`src/rtl/stopwatch_timer.sv`:
```
// Stopwatch with centisecond resolution, 24-hour rollover and a lap-hold display.
// Live time always runs underneath; the display shows either live time or the frozen lap value.
module stopwatch_timer #(
  parameter int TICK_DIV = 500000
) (
  input  logic       clock,
  input  logic       reset,
  input  logic       run_timer,
  input  logic       reset_timer,
  input  logic       lap_timer,
  output logic [5:0] hour,
  output logic [5:0] minute,
  output logic [5:0] second,
  output logic [6:0] m_sec,
  output logic       lap_active,
  output logic       day_wrap
);

  localparam int PW = (TICK_DIV > 1) ? $clog2(TICK_DIV) : 1;
  localparam logic [PW-1:0] PRE_MAX = PW'(TICK_DIV - 1);

  typedef struct packed {
    logic [5:0] hour;
    logic [5:0] minute;
    logic [5:0] second;
    logic [6:0] csec;
  } tod_t;

  localparam tod_t DAY_LAST = '{hour: 6'd23, minute: 6'd59, second: 6'd59, csec: 7'd99};

  typedef enum logic {LIVE = 1'b0, HOLD = 1'b1} lap_state_t;

  lap_state_t    state, state_nxt;
  logic          lap_load;
  logic          tick;
  logic          clear;
  logic [PW-1:0] pre_cnt;
  tod_t          live;
  tod_t          lap;
  tod_t          disp;

  function automatic tod_t tod_inc(input tod_t t);
    tod_t r;
    r = t;
    if (t.csec == 7'd99) begin
      r.csec = 7'd0;
      if (t.second == 6'd59) begin
        r.second = 6'd0;
        if (t.minute == 6'd59) begin
          r.minute = 6'd0;
          r.hour   = (t.hour == 6'd23) ? 6'd0 : t.hour + 6'd1;
        end else begin
          r.minute = t.minute + 6'd1;
        end
      end else begin
        r.second = t.second + 6'd1;
      end
    end else begin
      r.csec = t.csec + 7'd1;
    end
    return r;
  endfunction

  assign clear = reset | reset_timer;
  assign tick  = run_timer && (pre_cnt == PRE_MAX);

  always_comb begin
    state_nxt = state;
    lap_load  = 1'b0;
    if (lap_timer) begin
      case (state)
        LIVE: begin
          state_nxt = HOLD;
          lap_load  = 1'b1;
        end
        HOLD:    state_nxt = LIVE;
        default: state_nxt = LIVE;
      endcase
    end
  end

  always_ff @(posedge clock) begin
    if (clear) state <= LIVE;
    else       state <= state_nxt;
  end

  // Prescaler only advances while running, so a pause keeps the sub-tick phase.
  always_ff @(posedge clock) begin
    if (clear)          pre_cnt <= '0;
    else if (run_timer) pre_cnt <= tick ? '0 : pre_cnt + 1'b1;
  end

  always_ff @(posedge clock) begin
    if (clear)     live <= '0;
    else if (tick) live <= tod_inc(live);
  end

  // Lap captures the registered live value, i.e. before a coinciding tick.
  always_ff @(posedge clock) begin
    if (clear)         lap <= '0;
    else if (lap_load) lap <= live;
  end

  always_ff @(posedge clock) begin
    if (clear) day_wrap <= 1'b0;
    else       day_wrap <= tick && (live == DAY_LAST);
  end

  assign disp       = (state == HOLD) ? lap : live;
  assign hour       = disp.hour;
  assign minute     = disp.minute;
  assign second     = disp.second;
  assign m_sec      = disp.csec;
  assign lap_active = (state == HOLD);

endmodule
```
`config.mk`:
```
export PLATFORM = sky130hd
export DESIGN_NAME = stopwatch_timer
export DESIGN_NICKNAME = d
export VERILOG_FILES = /design/src/rtl/stopwatch_timer.sv
export SDC_FILE = /design/constraint.sdc
export NUM_CORES = 1
export LEC_CHECK = 0
export ABC_AREA = 1
export BUFFER_PORTS_ARGS = -buffer_cell sky130_fd_sc_hd__buf_2
export CORE_MARGIN = 2
export CORE_UTILIZATION = 60
export CTS_CLUSTER_SIZE = 28
export DETAILED_ROUTE_END_ITERATION = 8
export GPL_TIMING_DRIVEN = 0
export PLACE_DENSITY_LB_ADDON = 0.12
export SLEW_MARGIN = 20
export SYNTH_ARGS = -nofsm -noshare
export SYNTH_HDL_FRONTEND = slang
export SYNTH_SLANG_ARGS = --single-unit
export TNS_END_PERCENT = 1
```
`constraint.sdc`:
```
create_clock -name clock -period 2.05 [get_ports clock]
set_input_delay 0.1025 -clock clock [delete_from_list [all_inputs] [get_ports clock]]
set_output_delay 0.1025 -clock clock [all_outputs]
set_load 0.1 [all_outputs]
```
* Yosys cells after proc, flatten, opt, wreduce, memory -nomap -nowiden
Index checks and enable logic that the tools add are counted.
** Cells by class
- Add/subtract/negate cells :: 5
- Multiply operators :: 0
- Divide/modulo/power cells :: 0
- Order comparisons :: 0
- Equal/unequal tests :: 6
- Shifts and indexed selects :: 0
- Mux-type cells :: 9
- Bitwise gates (word level) :: 2
- Reductions and logical operators :: 5
** Operators with widths (count)
- 25-bit by 24-bit equality test with 1-bit output, second input constant :: 1
- 25-bit 2-to-1 mux :: 1
- 19-bit by 1-bit adder with 19-bit output, second input constant :: 1
- 19-bit equality test, second input constant :: 1
- 19-bit 2-to-1 mux :: 1
- 6-bit by 1-bit adder with 6-bit output, second input constant :: 3
- 6-bit 2-to-1 mux :: 3
- 6-bit equality test, second input constant :: 2
- 7-bit by 1-bit adder with 7-bit output, second input constant :: 1
- 7-bit equality test, second input constant :: 1
- 7-bit 2-to-1 mux :: 1
- 6-bit by 5-bit equality test with 1-bit output, second input constant :: 1
- 4-bit AND reduction :: 1
- 3-bit AND reduction :: 1
- 1-bit logical AND :: 2
- 1-bit 2-to-1 mux :: 2
- 1-bit case mux with 2 select lines :: 1
- 2-bit AND reduction :: 1
- 1-bit inverter :: 1
- 1-bit OR :: 1
** Word-level totals
- Register bits after elaboration :: 71
- Latch bits :: 0
- Bits in writable memories :: 0
- Memory bits (read-only) :: 0
- Bits of input ports :: 5
- Output and inout bits :: 27
- Logic and storage cells :: 38
- Memories kept :: 0

* Logic depth before layout (Yosys ltp)
Gate-level depths: netlist of run 1.
- Word-level depth :: 3
- Depth in mapped cells :: 11
- Depth with buffers taken out :: 11

* Worst setup path before layout of run 1
OpenSTA, ideal clock, no wires.
- Path kind :: register to output
- Start point :: reg state, in the netlist lap_active
- End point :: out m_sec[0]
- Data arrival time :: 3.630 ns
- Slack :: -1.683 ns
- Cell stages (with the launch flop) :: 5
- Path buffers :: 2
- Path through :: dfxtp_1 -> clkbuf_1 -> inv_1 -> clkbuf_1 -> o21ai_0
** On the way
- Word-level cells in the longest chain between the ends :: 1
** Ends and longest elaborated chain
- from (decl) :: RTL line 33 : lap_state_t state, state_nxt;
- from (signal assigned) :: RTL line 84 : else state <= state_nxt;
- 25-bit 2-to-1 mux :: RTL line 109 : assign disp = (state == HOLD) ? lap : live;
- to (decl) :: RTL line 14 : output logic [6:0] m_sec,
Every way passes these cells.

* Final worst setup path of run 1
- Start point :: reg live[0] (netlist bit)
- End point :: reg live[12] (netlist bit)
** On the way
- Word-level cells in the longest chain between the ends :: 2
** Ends and longest elaborated chain
- from (decl) :: RTL line 38 : tod_t live;
- from (signal assigned) :: RTL line 95 : else if (tick) live <= tod_inc(live);
- 7-bit equality test :: RTL line 45 : if (t.csec == 7'd99) begin
- 2-bit AND reduction (no source line)
Every way passes these cells.
A chain may end at the register's enable or synchronous reset.

==> results, run 1 <==
- The flow ran to the end, and the final reports show no timing, DRC or antenna violations.
- The worst register-to-register path has a setup slack of 200 ps.
- The worst hold slack across all endpoints is 44.2 ps.
- The number of warning messages in the yosys log is 0.
- The synthesized design devotes to its leading area cell type 37.2% of total area.
- After clock tree synthesis, the clock-pin slew on the worst setup and hold paths is 80 ps.
- The number of DRC violations after detailed-routing iteration 0 is 277.
- The startpoint identified for the worst hold timing path is run_timer.
- The aggregate routed wire length is 9.80 mm.
- The clock tree from TritonCTS is yes.
- The analysis attributes to cell leakage a power of 1.78 nW.
- The internal power consumption is 2.12 mW.
- In the routed layout, each cell is associated on average with a via count of 5.51.
- The die is 83.8 um tall.
- The worst slew slack as a fraction of its limit is 59.6%.
- The synthesized netlist occupies a cell area of 0.00382 mm^2.
- The layout-stage area growth over the synthesis result is 16.5%.
- The mean post-synth cell area is 6.57 um^2.
- The core area is 0.00624 mm^2.
- The diode insertion count for antenna repair is 0.
- By startpoint and endpoint, the worst setup path is classified as reg -> reg.
- The detailed-routed wire length on met3 is 666 um.
- The share of synthesized registers carrying an async set or reset is 0%.
- The maximum net fanout on the critical path is 8.
- The total number of H-tree levels is 3.
- The number of enable-type register cells in the synthesized netlist is 0.
- Data on the critical path is required at its endpoint by 2300 ps.
- The switching part of the total is 23.0%.
- The cell taking the most area after synthesis is dfxtp_1.
- The gate family responsible for the most delay along the worst path is simple AND/OR/NAND/NOR gates.
- Among all stages on the critical path, the largest delay is contributed by dfxtp_1.
- In this design, the stage delay of the slowest critical-path cell is 470 ps.
- The via count of the first global-routing pass is 3,507.
- The actual slew at the worst max-slew pin is 606 ps.
- Traced cell by cell, the critical path runs through ha_1 > inv_1 > nor3_4 > nand2_2 > nand2_2 > nand2_1 > nand2_1 > inv_1.
- In this run the tool buffered the top-level ports with 30 buffer cells.
- The number of standard-cell rows in the floorplan is 29.
- The endpoint class of the critical path is a flip-flop.
- The largest clock skew in the final design is 9.39 ps.
- Synthesis produced 582 cells.
- The highest metal layer carrying signal wires in the routed design is met4.
- The final hold violation count is 0.
- The detailed router placed 3,874 vias in this run.
- The final-report max-slew violation count is 0.
- The wire-length estimate of the detail-placed layout is 7.12 mm.
- The worst voltage drop across the vdd grid is 0.000452 V.
- In the final routed layout, each cell accounts on average for 13.9 um.
- Entering global routing, the biggest net connects 12 pins.
- Setup repair after global routing left no endpoint under its margin.
- The cell at the root of the clock tree is clkbuf_8.
- The worst min-delay path category is in -> reg.
- Clock latency on the worst-skew pair, taken at its later pin, is 350 ps.
- The power density normalized to cell area is 617 mW/mm^2.
- The total overflow left after global routing is 0.
- The number of clock buffers added by TritonCTS is 9.
- The first global-routing pass estimated 16.1 mm of wire.
- The core occupancy in the finished layout is 71.4%.
- The critical path contains buffers and inverters numbering 2 combined.
- The startpoint kind of the worst setup timing path is a flip-flop.
- Data on the critical path arrives at its endpoint at 2100 ps.
- The proportion of power drawn by combinational gates is 4.8%.
- In this run the power spent charging and discharging nets is 0.632 mW.
- The leading register cell type out of synthesis is dfxtp_1.
- The placer's final routability congestion estimate is 0.941.
- After the last flow step, the layout net total stands at 632.
- In this run the critical register-to-register path is launched from live[0]$_SDFFE_PP0N_.
- Of the synthesized area, sequential elements account for 37.2%.
- In the layout the commonest cells are nand2_1, inv_1, dfxtp_1.
- The setup TNS after final layout is 0 ps.
- The pre-antenna-repair detailed-routing pass consisted of 5 iterations.
- For hold timing, the worst endpoint is pre_cnt[0]$_SDFFE_PP0P_.
- Summed over all nets, wire length on met2 after detailed routing comes to 4.42 mm.
- The most common cell after layout, fill and taps aside is nand2_1.
- After detailed routing, the number of remaining DRC violations is 0.
- The starting utilization of the core area is 61.2%.
- The highest achievable clock rate is 539 MHz.
- The count of boundary I/O pins is 32.
- After layout, the minimum clock period comes to 1850 ps.
- Dividing the final minimum period by the clock period gives 90.4%.
- In the post-synthesis netlist, the biggest area contributors are dfxtp_1, nand2_1, inv_1.
- The net count of the mapped netlist is 592.
- The floorplan step defined a die boundary enclosing 0.00702 mm^2.
- Counting the fill cells in the layout gives 533.
- The routed length on met1 is 4.55 mm.
- The proportion of layout cells with a drive suffix above 1 is 16.3%.
- Clock tree synthesis found a total of 71 sinks.
- Synthesis inferred 71 register bits.
- In this run the critical register-to-register path is captured at live[12]$_SDFFE_PP0P_.
- The first element of the critical path is live[0]$_SDFFE_PP0N_.
- The total routing usage reported by global routing is 28.2%.
- The number of antenna violations at the first check in global routing is 0.
- The final setup violation count is 0.
- The depth of the worst register-to-register path is 8.
- The count of different cell masters after synthesis is 32.
- In this run the remaining antenna-violating nets after routing total 0.
- The maximum clock path buffer count is 2.
- The die width is 83.8 um.
- The worst hold path passes through 2 cells.
- The count of maximum capacitance violations is 0.
- In this run, the clock network consumes 44.8% of the power.
- Sequential cells burn 50.4% of the power.
layer usage:
layer | up-vias | global-route usage [%]
met1 | 1790 | 38.8
met3 | 12 | 4.65
met5 | - | 0
met4 | 0 | 11.7
li1 | 1952 | -
met2 | 120 | 43.9
power by group through the flow:
stage / Sequential [mW] / Clock, mW / Combinational [mW]
2_1_floorplan: 1.42 / 0 / 0.0806
3_3_place_gp: 1.42 / 0 / 0.129
3_5_place_dp: 1.42 / 0 / 0.130
4_1_cts: 1.38 / 1.24 / 0.132
5_1_grt: 1.39 / 1.30 / 0.141
6_report: 1.39 / 1.23 / 0.131
synthesized netlist by cell type (2+ instances only):
cell,number
nor3_1,8
nand2_1,146
a211oi_1,2
nand4_4,2
nor3b_1,2
nor2_1,67
xor2_1,11
nand4_1,18
a21oi_1,39
nor2_2,5
buf_2,2
dfxtp_1,71
nor2_4,4
o31ai_1,2
buf_1,2
ha_1,5
nand2_2,4
o21ai_0,46
inv_1,71
inv_2,5
clkbuf_1,14
nand3_1,46
area by class of cell:
class	instances	area (um^2)	area share, %
timing repair buffer	30	205	4.61
sequential	71	1420	31.9
inverter	76	285	6.41
multi-input combinational	415	2140	48.1
buffer	19	91.3	2.05
clock buffer	11	141	3.18
tap	77	96.3	2.16
clock inverter	4	70.1	1.57
sequential cells by signal (all words and copies together), names as in the netlist:
| register | cells |
|---|---|
| lap_active | 1 |
| pre_cnt | 19 |
| lap | 25 |
| live | 25 |
| day_wrap | 1 |
logic make-up (layout without fill, tap and decap cells):
group / Yosys count / count (layout) / share of synthesized area (%)
flops: 71 / 71 / 37.2
simple gates: 308 / 308 / 36.6
compound gates: 91 / 91 / 12.3
buf+inv: 96 / 140 / 9.79
xor+xnor: 11 / 11 / 2.52
fa+ha+maj: 5 / 5 / 1.64
timing repair:
item	4_1_cts	5_1_grt
setup endpoints to repair	25	20
setup buffers	0	0
pin swaps	0	1
resized for setup	21	7
hold buffers	0	0
worst max path at each step:
stage                                        to  slack [ps]  cells after the start
final                     live[12]$_SDFFE_PP0P_         200                      8
after global placement                  hour[5]           6                      5
after CTS                               hour[5]           4                      5
after global routing      live[12]$_SDFFE_PP0P_          20                      8
after floorplan                        m_sec[0]         -50                      4
after detailed placement                hour[5]         -30                      5
through the flow:
stage / cells / total power, mW / area, um^2 / setup slack, ps
finish: 703 / 2.75 / 4450 / 196
global placement: 689 / 1.55 / 4180 / 6.42
global route: 703 / 2.83 / 4450 / 17.4
CTS: 704 / 2.75 / 4440 / 4.25
detailed placement: 689 / 1.55 / 4180 / -27.1
floorplan: 582 / 1.50 / 3940 / -46.0
Power figures use the tool's default switching activity.
==> run 2, diff against run 1 <==
--- a/config.mk
+++ b/config.mk
@@ -7,6 +7,7 @@
 export LEC_CHECK = 0
 export ABC_AREA = 1
 export BUFFER_PORTS_ARGS = -buffer_cell sky130_fd_sc_hd__buf_2
+export CORE_ASPECT_RATIO = 0.8
 export CORE_MARGIN = 2
 export CORE_UTILIZATION = 60
 export CTS_CLUSTER_SIZE = 28
==> run 2 against run 1 <==
  * Maximum frequency is 4.2% lower
  * Via count increased by 2.0%
  * Critical path depth decreased by 4
  * Sequential power about the same
  * Core utilization increased by 2.2 points
  * Clock skew decreased by 0.67 ps
  * Power decreased by 1.2%
  * Global-route usage is 2.1 points higher
  * Combinational power up 4%
  * Hold slack better by 8.7 ps
  * Sequential share of layout area grew 0.081 points
  * Critical path type is now reg -> out
  * Critical endpoint is now second[5]
  * Highest routed layer unchanged
==> results, run 2 (same netlist as run 1, synthesis figures left out) <==
- The number of hold buffers added after CTS is 0 (unchanged).
- The worst voltage drop across the vdd grid came to 0.000487 V (+7.6%).
- The starting utilization of the core area is 63.3% (+2.1 points).
- The internal power consumption is 2.09 mW (-1.1%).
- The die width came to 93.2 um (+11%).
- The count of fill cells added during filler insertion came to 524 (-1.7%).
- The wire length of the first global-routing pass is 16.6 mm (+3.1%).
- The standby leakage power is 1.78 nW (+0.23%).
- Grouping stages by cell kind, the critical path spends the most delay in buffers and inverters.
- The detailed-router iteration count before antenna repair is 4 (-1).
- The post-DP HPWL is 7.40 mm (+3.9%).
- The total routing usage reported by global routing is 30.3% (+2.1 points).
- The startpoint kind of the worst setup timing path is a flip-flop.
- The library cells used most frequently in the layout, excluding fill and tap cells, are nand2_1, inv_1, dfxtp_1.
- The actual slew at the worst max-slew pin is 691 ps (+84.9 ps).
- Leaving out fill and tap cells, the most frequent cell in the layout is nand2_1.
- The data required time of the worst path was 1950 ps (-350 ps).
- The clock network latency to the later pin of the worst-skew pair was 350 ps (about the same).
- The final hold violation count was 0 (unchanged).
- The depth of the worst register-to-register path came to 8 (unchanged).
- The placer's final routability congestion estimate is 0.901 (-4.2%).
- The average wire per cell in the routed design is 14.2 um (+2.0%).
- The largest clock skew in the final design is 8.72 ps (-0.675 ps).
- The overall power after layout is 2.72 mW (-1.2%).
- The count of maximum capacitance violations was 0 (unchanged).
- The critical path is of the reg -> out type.
- The post-route clock period utilization is 94.4% (+4.0 points).
- The clock network fraction of total power is 44.0% (-0.8 points).
- The via count normalized by instance count is 5.58 (+1.2%).
- The die height is 75.4 um (-10%).
- The aggregate routed wire length is 10.1 mm (+2.8%).
- The flow ran to the end, and the final reports show no timing, DRC or antenna violations.
- The die area was 0.00703 mm^2 (about the same).
- The clock transition at the register clock pins on the worst setup and hold paths after CTS is 70 ps (about the same).
- The net switching power figure was 0.625 mW (-1.2%).
- The count of boundary I/O pins came to 32 (unchanged).
- The proportion of power drawn by combinational gates was 5.0% (+0.2 points).
- The post-detailed-route count of antenna-violating nets is 0 (unchanged).
- The number of clock sinks was 71 (unchanged).
- In the final layout, the registers with the most flip-flops are lap (25), live (25), pre_cnt (19).
- The number of antenna violations at the first check in global routing is 0 (unchanged).
- The placed instance count is 693 (+0.58%).
- The register-to-register setup slack is 120 ps (-80 ps).
- The critical-path cell with the highest stage delay is buf_2.
- The number of standard cells in the layout, taps in and fillers out is 709 (+0.85%).
- The worst slew slack as a fraction of its limit is 53.9% (-5.7 points).
- The maximum clock path buffer count came to 2 (unchanged).
- The final setup violation count was 0 (unchanged).
- The post-placement setup slack is -39.7 ps (-12.6 ps).
- The overall via count from detail_route was 3,953 (+2.0%).
- The total number of nets in the final design was 633 (+0.16%).
- STA classifies the critical path endpoint as a primary output.
- The worst hold path begins at run_timer.
- The proportion of layout cells with a drive suffix above 1 is 16.2% (-0.052 points).
- Compared with the post-synthesis result, the final layout area differs by 16.2%.
- The total placed instance area is 0.00419 mm^2 (+0.12%).
- The endpoint identified for the worst register-to-register timing path is live[10]$_SDFFE_PP0P_.
- The via count of the first global-routing pass is 3,415 (-2.6%).
- The count of buffer and inverter cells on the critical path came to 3 (+1).
- The largest stage delay on the critical path is 440 ps (-30 ps).
- The worst hold path belongs to the class in -> reg.
- The worst hold path cell count is 2 (unchanged).
- The worst setup slack after layout came to 114 ps (-81.9 ps).
- The diode insertion count for antenna repair is 0 (unchanged).
- The DRC violations left is 0 (unchanged).
- The clock tree from TritonCTS is yes.
- The TritonCTS buffer count was 9 (unchanged).
- The design area was 0.00444 mm^2 (-0.25%).
- The core area is 0.00604 mm^2 (-3.3%).
- The path with the worst hold slack has its endpoint at pre_cnt[0]$_SDFFE_PP0P_.
- The number of buffers inserted by port buffering is 30 (unchanged).
- The maximum net fanout on the critical path is 10 (+2).
- The final-report max-slew violation count was 0 (unchanged).
- The highest achievable clock rate is 517 MHz (-4.2%).
- The setup TNS after final layout came to 0 ps (unchanged).
- The worst reg2reg path startpoint is live[0]$_SDFFE_PP0N_.
- The tree is rooted in a clkbuf_8.
- Setup repair after global routing left no endpoint under its margin.
- The power density normalized to cell area is 612 mW/mm^2 (-0.90%).
- Traced cell by cell, the critical path runs through clkbuf_2 > clkbuf_2 > o21ai_2 > buf_2.
- The number of DRC violations after detailed-routing iteration 0 is 270 (-2.5%).
- The arrival time of data at the critical path endpoint is 1830 ps (-270 ps).
- The shortest clock period the worst path allows after layout is 1940 ps (+81.9 ps).
- The cell that appears most often on the critical path is clkbuf_2.
- The sum of overflow across all layers after global routing was 0 (unchanged).
- The maximum number of pins on one net before global-route repair came to 12 (unchanged).
- The total number of H-tree levels is 3 (unchanged).
- The number of standard-cell rows in the floorplan was 25 (-14%).
- The switching part of the total is 23.0% (about the same).
- The portion of total power attributed to sequential cells is 51.0% (+0.6 points).
run 2: cell count changes in the layout (fill, tap and decap cells not counted):
cell	delta
clkbuf_4	-5
clkbuf_8	-1
clkbuf_2	+1
buf_2	+6
buf_4	-1
clkbuf_1	+2
run 2: per-layer routing:
layer | routed length, um | part of all wire, % | vias up | GRT usage (%)
li1 | - | - | 1956 | -
met1 | 4810 | 48 | 1830 | 44.2
met2 | 4370 | 43 | 154 | 46.6
met3 | 816 | 8.1 | 13 | 6.53
met4 | 85 | 0.84 | 0 | 6.54
met5 | 0 | 0 | - | 0
run 2: power groups by stage:
stage / combinational, mW / clock [mW] / sequential (mW)
after global placement: 0.128 / 0 / 1.42
after global routing: 0.145 / 1.26 / 1.38
final: 0.136 / 1.20 / 1.38
after floorplan: 0.0806 / 0 / 1.42
after CTS: 0.133 / 1.20 / 1.38
after detailed placement: 0.131 / 0 / 1.42
run 2: repair_timing:
action / 4_1_cts / 5_1_grt
pin swaps: 0 / 0
endpoints found under the setup margin: 25 / 3
gates resized for setup: 21 / 2
setup buffers: 0 / 0
run 2: layout make-up:
cell class / count / area [um^2] / share of cell area [%]
Timing Repair Buffer: 30 / 188 / 4.23
Multi-Input combinational cell: 415 / 2140 / 48.2
Buffer: 20 / 98.8 / 2.23
Tap cell: 81 / 101 / 2.28
Clock inverter: 4 / 70.1 / 1.58
Clock buffer: 12 / 135 / 3.04
Sequential cell: 71 / 1420 / 32.0
Inverter: 76 / 285 / 6.42
run 2: how the worst max path moves through the flow:
stage	cells after the start	slack [ps]	from	to
finish	4	110	lap_active$_SDFFE_PP0P_	second[5]
global route	8	2	live[0]$_SDFFE_PP0N_	live[12]$_SDFFE_PP0P_
CTS	6	80	lap_active$_SDFFE_PP0P_	m_sec[1]
detailed placement	6	-40	lap_active$_SDFFE_PP0P_	m_sec[1]
global placement	5	-20	lap_active$_SDFFE_PP0P_	m_sec[5]
floorplan	4	-50	lap_active$_SDFFE_PP0P_	m_sec[0]
run 2: stage by stage:
step / util, % / hold slack, ps
global placement: 69.4 / 402
CTS: 73.5 / 41.7
floorplan: - / 270
global route: 73.6 / 48.5
detailed placement: 69.4 / 407
finish: 73.6 / 52.9
run 2: worst register-to-register path: stages (launching register included):
cell and delay, ps:
dfxtp_1 490, ha_1 270, inv_1 100, nor3_4 440, nand2_2 190, nand2_2 190, nand2_1 70, nand2_1 70
inv_1 30
==> run 3, diff against run 2 <==
--- a/config.mk
+++ b/config.mk
@@ -5,11 +5,10 @@
 export SDC_FILE = /design/constraint.sdc
 export NUM_CORES = 1
 export LEC_CHECK = 0
-export ABC_AREA = 1
 export BUFFER_PORTS_ARGS = -buffer_cell sky130_fd_sc_hd__buf_2
 export CORE_ASPECT_RATIO = 0.8
 export CORE_MARGIN = 2
-export CORE_UTILIZATION = 60
+export CORE_UTILIZATION = 59
 export CTS_CLUSTER_SIZE = 28
 export DETAILED_ROUTE_END_ITERATION = 8
 export GPL_TIMING_DRIVEN = 0
==> run 3 against run 2 <==
  * Largest cell class unchanged
  * The run now ends with setup timing left
  * Setup slack got worse by 210 ps
  * Synthesized area decreased by 9.6%
  * Sequential cell count unchanged
  * Cell count decreased by 23%
  * Sequential power about the same
  * Critical path type is now reg -> reg
==> results, run 3 <==
- The design area came to 0.00415 mm^2 (-6.6%).
- The data required time of the worst path is 2340 ps (+390 ps).
- Ranked by total cell area, the synthesized netlist is headed by dfxtp_1, nand2_1, mux2_2.
- Traced cell by cell, the critical path runs through nor4b_4 > nand3_2 > or3_1 > buf_6 > or4_4 > a21oi_2.
- The proportion of layout cells with a drive suffix above 1 is 27.0% (+11 points).
- The diode insertion count for antenna repair is 0 (unchanged).
- The worst hold path begins at lap_timer.
- The core occupancy in the finished layout was 74.7% (+1.1 points).
- The overall via count from detail_route is 3,207 (-19%).
- The placed instance count is 515 (-26%).
- Setup repair after global routing could not meet its margin everywhere.
- The mean post-synth cell area is 8.48 um^2 (+29%).
- The TritonCTS buffer count is 9 (unchanged).
- The via count normalized by instance count is 5.90 (+5.7%).
- The placer's final routability congestion estimate was 0.855 (-5.1%).
- The shortest clock period the worst path allows after layout came to 2150 ps (+211 ps).
- The via count of the first global-routing pass is 2,848 (-17%).
- The startpoint kind of the worst setup timing path is a flip-flop.
- The count of fill cells added during filler insertion is 396 (-24%).
- The post-placement setup slack came to -292 ps (-252 ps).
- The maximum clock path buffer count is 2 (unchanged).
- The depth of the worst register-to-register path is 6 (-2).
- The cell at the root of the clock tree is clkbuf_8.
- The worst min-delay path category is in -> reg.
- The run finished, with violations left.
- The commonest cells after synthesis are nand2_1, dfxtp_1, a21oi_1, nor2_1, mux2_2.
- The worst voltage drop across the vdd grid is 0.000449 V (-7.8%).
- The net switching power figure is 0.625 mW (about the same).
- The number of DRC violations after detailed-routing iteration 0 was 267 (-1.1%).
- The wire length of the first global-routing pass came to 13.5 mm (-18%).
- The largest stage delay on the critical path is 470 ps (+30 ps).
- The number of clock sinks is 71 (unchanged).
- The starting utilization of the core area is 62.2% (-1.1 points).
- The total of flip-flops plus latches after synthesis is 71 (unchanged).
- The sum of overflow across all layers after global routing came to 0 (unchanged).
- The number of standard cells in the layout, taps in and fillers out was 544 (-23%).
- The net count of the mapped netlist is 417 (-30%).
- The netlist area before placement came to 0.00345 mm^2 (-9.6%).
- The final setup violation count is 2 (+2).
- The internal power consumption came to 2.12 mW (+1.1%).
- The highest achievable clock rate is 466 MHz (-9.8%).
- The count of maximum capacitance violations is 0 (unchanged).
- The maximum net fanout on the critical path came to 10 (unchanged).
- The power density normalized to cell area is 661 mW/mm^2 (+8.1%).
- The leading register cell type out of synthesis is dfxtp_1.
- The setup path with the least slack is of type reg -> reg.
- The overall power after layout was 2.74 mW (+0.90%).
- The die width is 89.5 um (-4.0%).
- The total number of nets in the final design is 471 (-26%).
- The aggregate routed wire length is 8.74 mm (-13%).
- The clock transition at the register clock pins on the worst setup and hold paths after CTS came to 80 ps (about the same).
- The standby leakage power is 1.57 nW (-12%).
- The number of standard-cell rows in the floorplan is 24 (-4.0%).
- The DRC violations left came to 0 (unchanged).
- The die height is 72.4 um (-3.9%).
- The sequential area share after synthesis is 41.2% (+4.0 points).
- The detailed-router iteration count before antenna repair came to 5 (+1).
- Leaving out fill and tap cells, the most frequent cells in the layout are nand2_1, dfxtp_1, a21oi_1.
- In this run the critical register-to-register path is launched from live[3]$_SDFFE_PP0N_.
- The total routing usage reported by global routing came to 27.2% (-3.0 points).
- In this run the worst setup path terminates at live[9]$_SDFFE_PP0P_.
- The count of boundary I/O pins is 32 (unchanged).
- The switching part of the total is 22.8% (-0.19 points).
- The number of buffers inserted by port buffering is 30 (unchanged).
- The actual slew at the worst max-slew pin came to 728 ps (+37.1 ps).
- The clock tree from TritonCTS is yes.
- The largest registers in the layout are lap (25), live (25), pre_cnt (19).
- The worst setup slack after layout is -96.8 ps (-211 ps).
- The combined area of the multi-input logic cells is 0.00202 mm^2 (-5.6%).
- The number of hold buffers added after CTS came to 0 (unchanged).
- The top-area cell type share of the netlist area is 41.2% (+4.0 points).
- The total placed instance area was 0.00371 mm^2 (-11%).
- The register-to-register setup slack is -100 ps (-220 ps).
- The number of enable-type register cells in the synthesized netlist is 0 (unchanged).
- The most common cell after layout, fill and taps aside is nand2_1.
- The number of antenna violations at the first check in global routing was 0 (unchanged).
- The number of warning messages in the yosys log was 0 (unchanged).
- The share of synthesized registers carrying an async set or reset is 0% (unchanged).
- The core area was 0.00556 mm^2 (-8.0%).
- The largest clock skew in the final design is 7.39 ps (-1.33 ps).
- The worst slew slack as a fraction of its limit is 51.0% (-2.9 points).
- The total number of cells along the worst setup path is 6 (+2).
- The first element of the critical path is live[3]$_SDFFE_PP0N_.
- The count of different cell masters after synthesis came to 49 (+53%).
- nand2_1 is the most common cell in the netlist.
- The post-DP HPWL is 5.55 mm (-25%).
- The combined flip-flop and latch cell area was 0.00144 mm^2 (+1.1%).
- The maximum number of pins on one net before global-route repair was 13 (+1).
- From synthesis to final layout, the design area changed by 20.1%.
- The critical-path cell with the highest stage delay is or4_4.
- The endpoint class of the critical path is a flip-flop.
- The portion of total power attributed to sequential cells is 50.5% (-0.5 points).
- The final hold violation count came to 0 (unchanged).
- The die area came to 0.00649 mm^2 (-7.7%).
- The clock network latency to the later pin of the worst-skew pair is 350 ps (about the same).
- The total number of H-tree levels came to 3 (unchanged).
- The average wire per cell in the routed design is 16.1 um (+13%).
- The final-report max-slew violation count is 0 (unchanged).
- The endpoint of the worst-slack reg-to-reg timing path is live[9]$_SDFFE_PP0P_.
- The count of buffer and inverter cells on the critical path is 1 (-2).
- Of all cell types, the one taking the most synthesized area is dfxtp_1.
- The proportion of power drawn by combinational gates is 3.6% (-1.4 points).
- The final reports fail on setup timing.
- The arrival time of data at the critical path endpoint came to 2430 ps (+600 ps).
- The post-route clock period utilization is 105% (+10 points).
- The clock network fraction of total power is 45.9% (+1.9 points).
- The post-detailed-route count of antenna-violating nets is 0 (unchanged).
- In this design, the largest share of critical-path delay is due to simple AND/OR/NAND/NOR gates.
- The gate count of the mapped netlist came to 407 (-30%).
[run 3: changes by cell type after synthesis, moves of 24 or more]
cell / change
inv_1: -68
nor2_1: -35
o21ai_0: -36
nand3_1: -29
mux2_2: +24
nand2_1: -66
[run 3: cells by family after synthesis]
logic type	share of synthesized area, %
XOR/XNOR	5.83
flip-flops	41.2
adder cells (fa/ha/maj)	1.81
AND/OR/NAND/NOR	30.1
buffers and inverters	2.93
AO/OA/AOI/OAI	10.0
multiplexers	8.12
[run 3: worst min-delay path by stage]
stage                                    to  slack (ps)  cells after the start
floorplan           lap_active$_SDFFE_PP0P_         270                      2
global placement    lap_active$_SDFFE_PP0P_         390                      3
detailed placement  lap_active$_SDFFE_PP0P_         410                      3
CTS                 lap_active$_SDFFE_PP0P_          40                      3
global route        lap_active$_SDFFE_PP0P_          60                      3
finish              lap_active$_SDFFE_PP0P_          50                      3
[run 3: what timing repair did]
action / in CTS / in global routing
pin swaps: 5 / 6
buffers inserted: 0 / 14
gates resized for setup: 16 / 21
setup endpoints to repair: 53 / 28
[run 3: stage by stage]
stage / TNS, ps / hold WS (ps)
after floorplan: -30.8 / 274
after global placement: -3530 / 387
after detailed placement: -5100 / 415
after CTS: -925 / 41.6
after global routing: -452 / 60.1
final: -144 / 47.1
[run 3: metal layers]
metal,vias up,wire [um],GRT usage [%]
met5,-,0,0
met4,0,99,6.14
met1,1523,4020,38.6
met2,123,4060,40.8
li1,1546,-,-
met3,15,561,8.53
[run 3: area by class of cell]
class,count,share of cell area [%]
multi-input combinational,310,48.7
sequential,71,34.7
timing repair buffer,44,6.15
clock buffer,10,3.32
buffer,22,2.44
tap,78,2.35
clock inverter,6,2.02
inverter,3,0.271
[run 3: worst min-delay path, stage by stage]
cell,delay [ps]
buf_2,100
nand2b_1,100
a21oi_1,60
[run 3: power by group through the flow]
stage               sequential (mW)  combinational, mW  clock (mW)
floorplan                      1.42             0.0590           0
global placement               1.41             0.0959           0
detailed placement             1.41             0.0979           0
CTS                            1.38             0.0957        1.27
global route                   1.38              0.105        1.32
finish                         1.38             0.0979        1.26
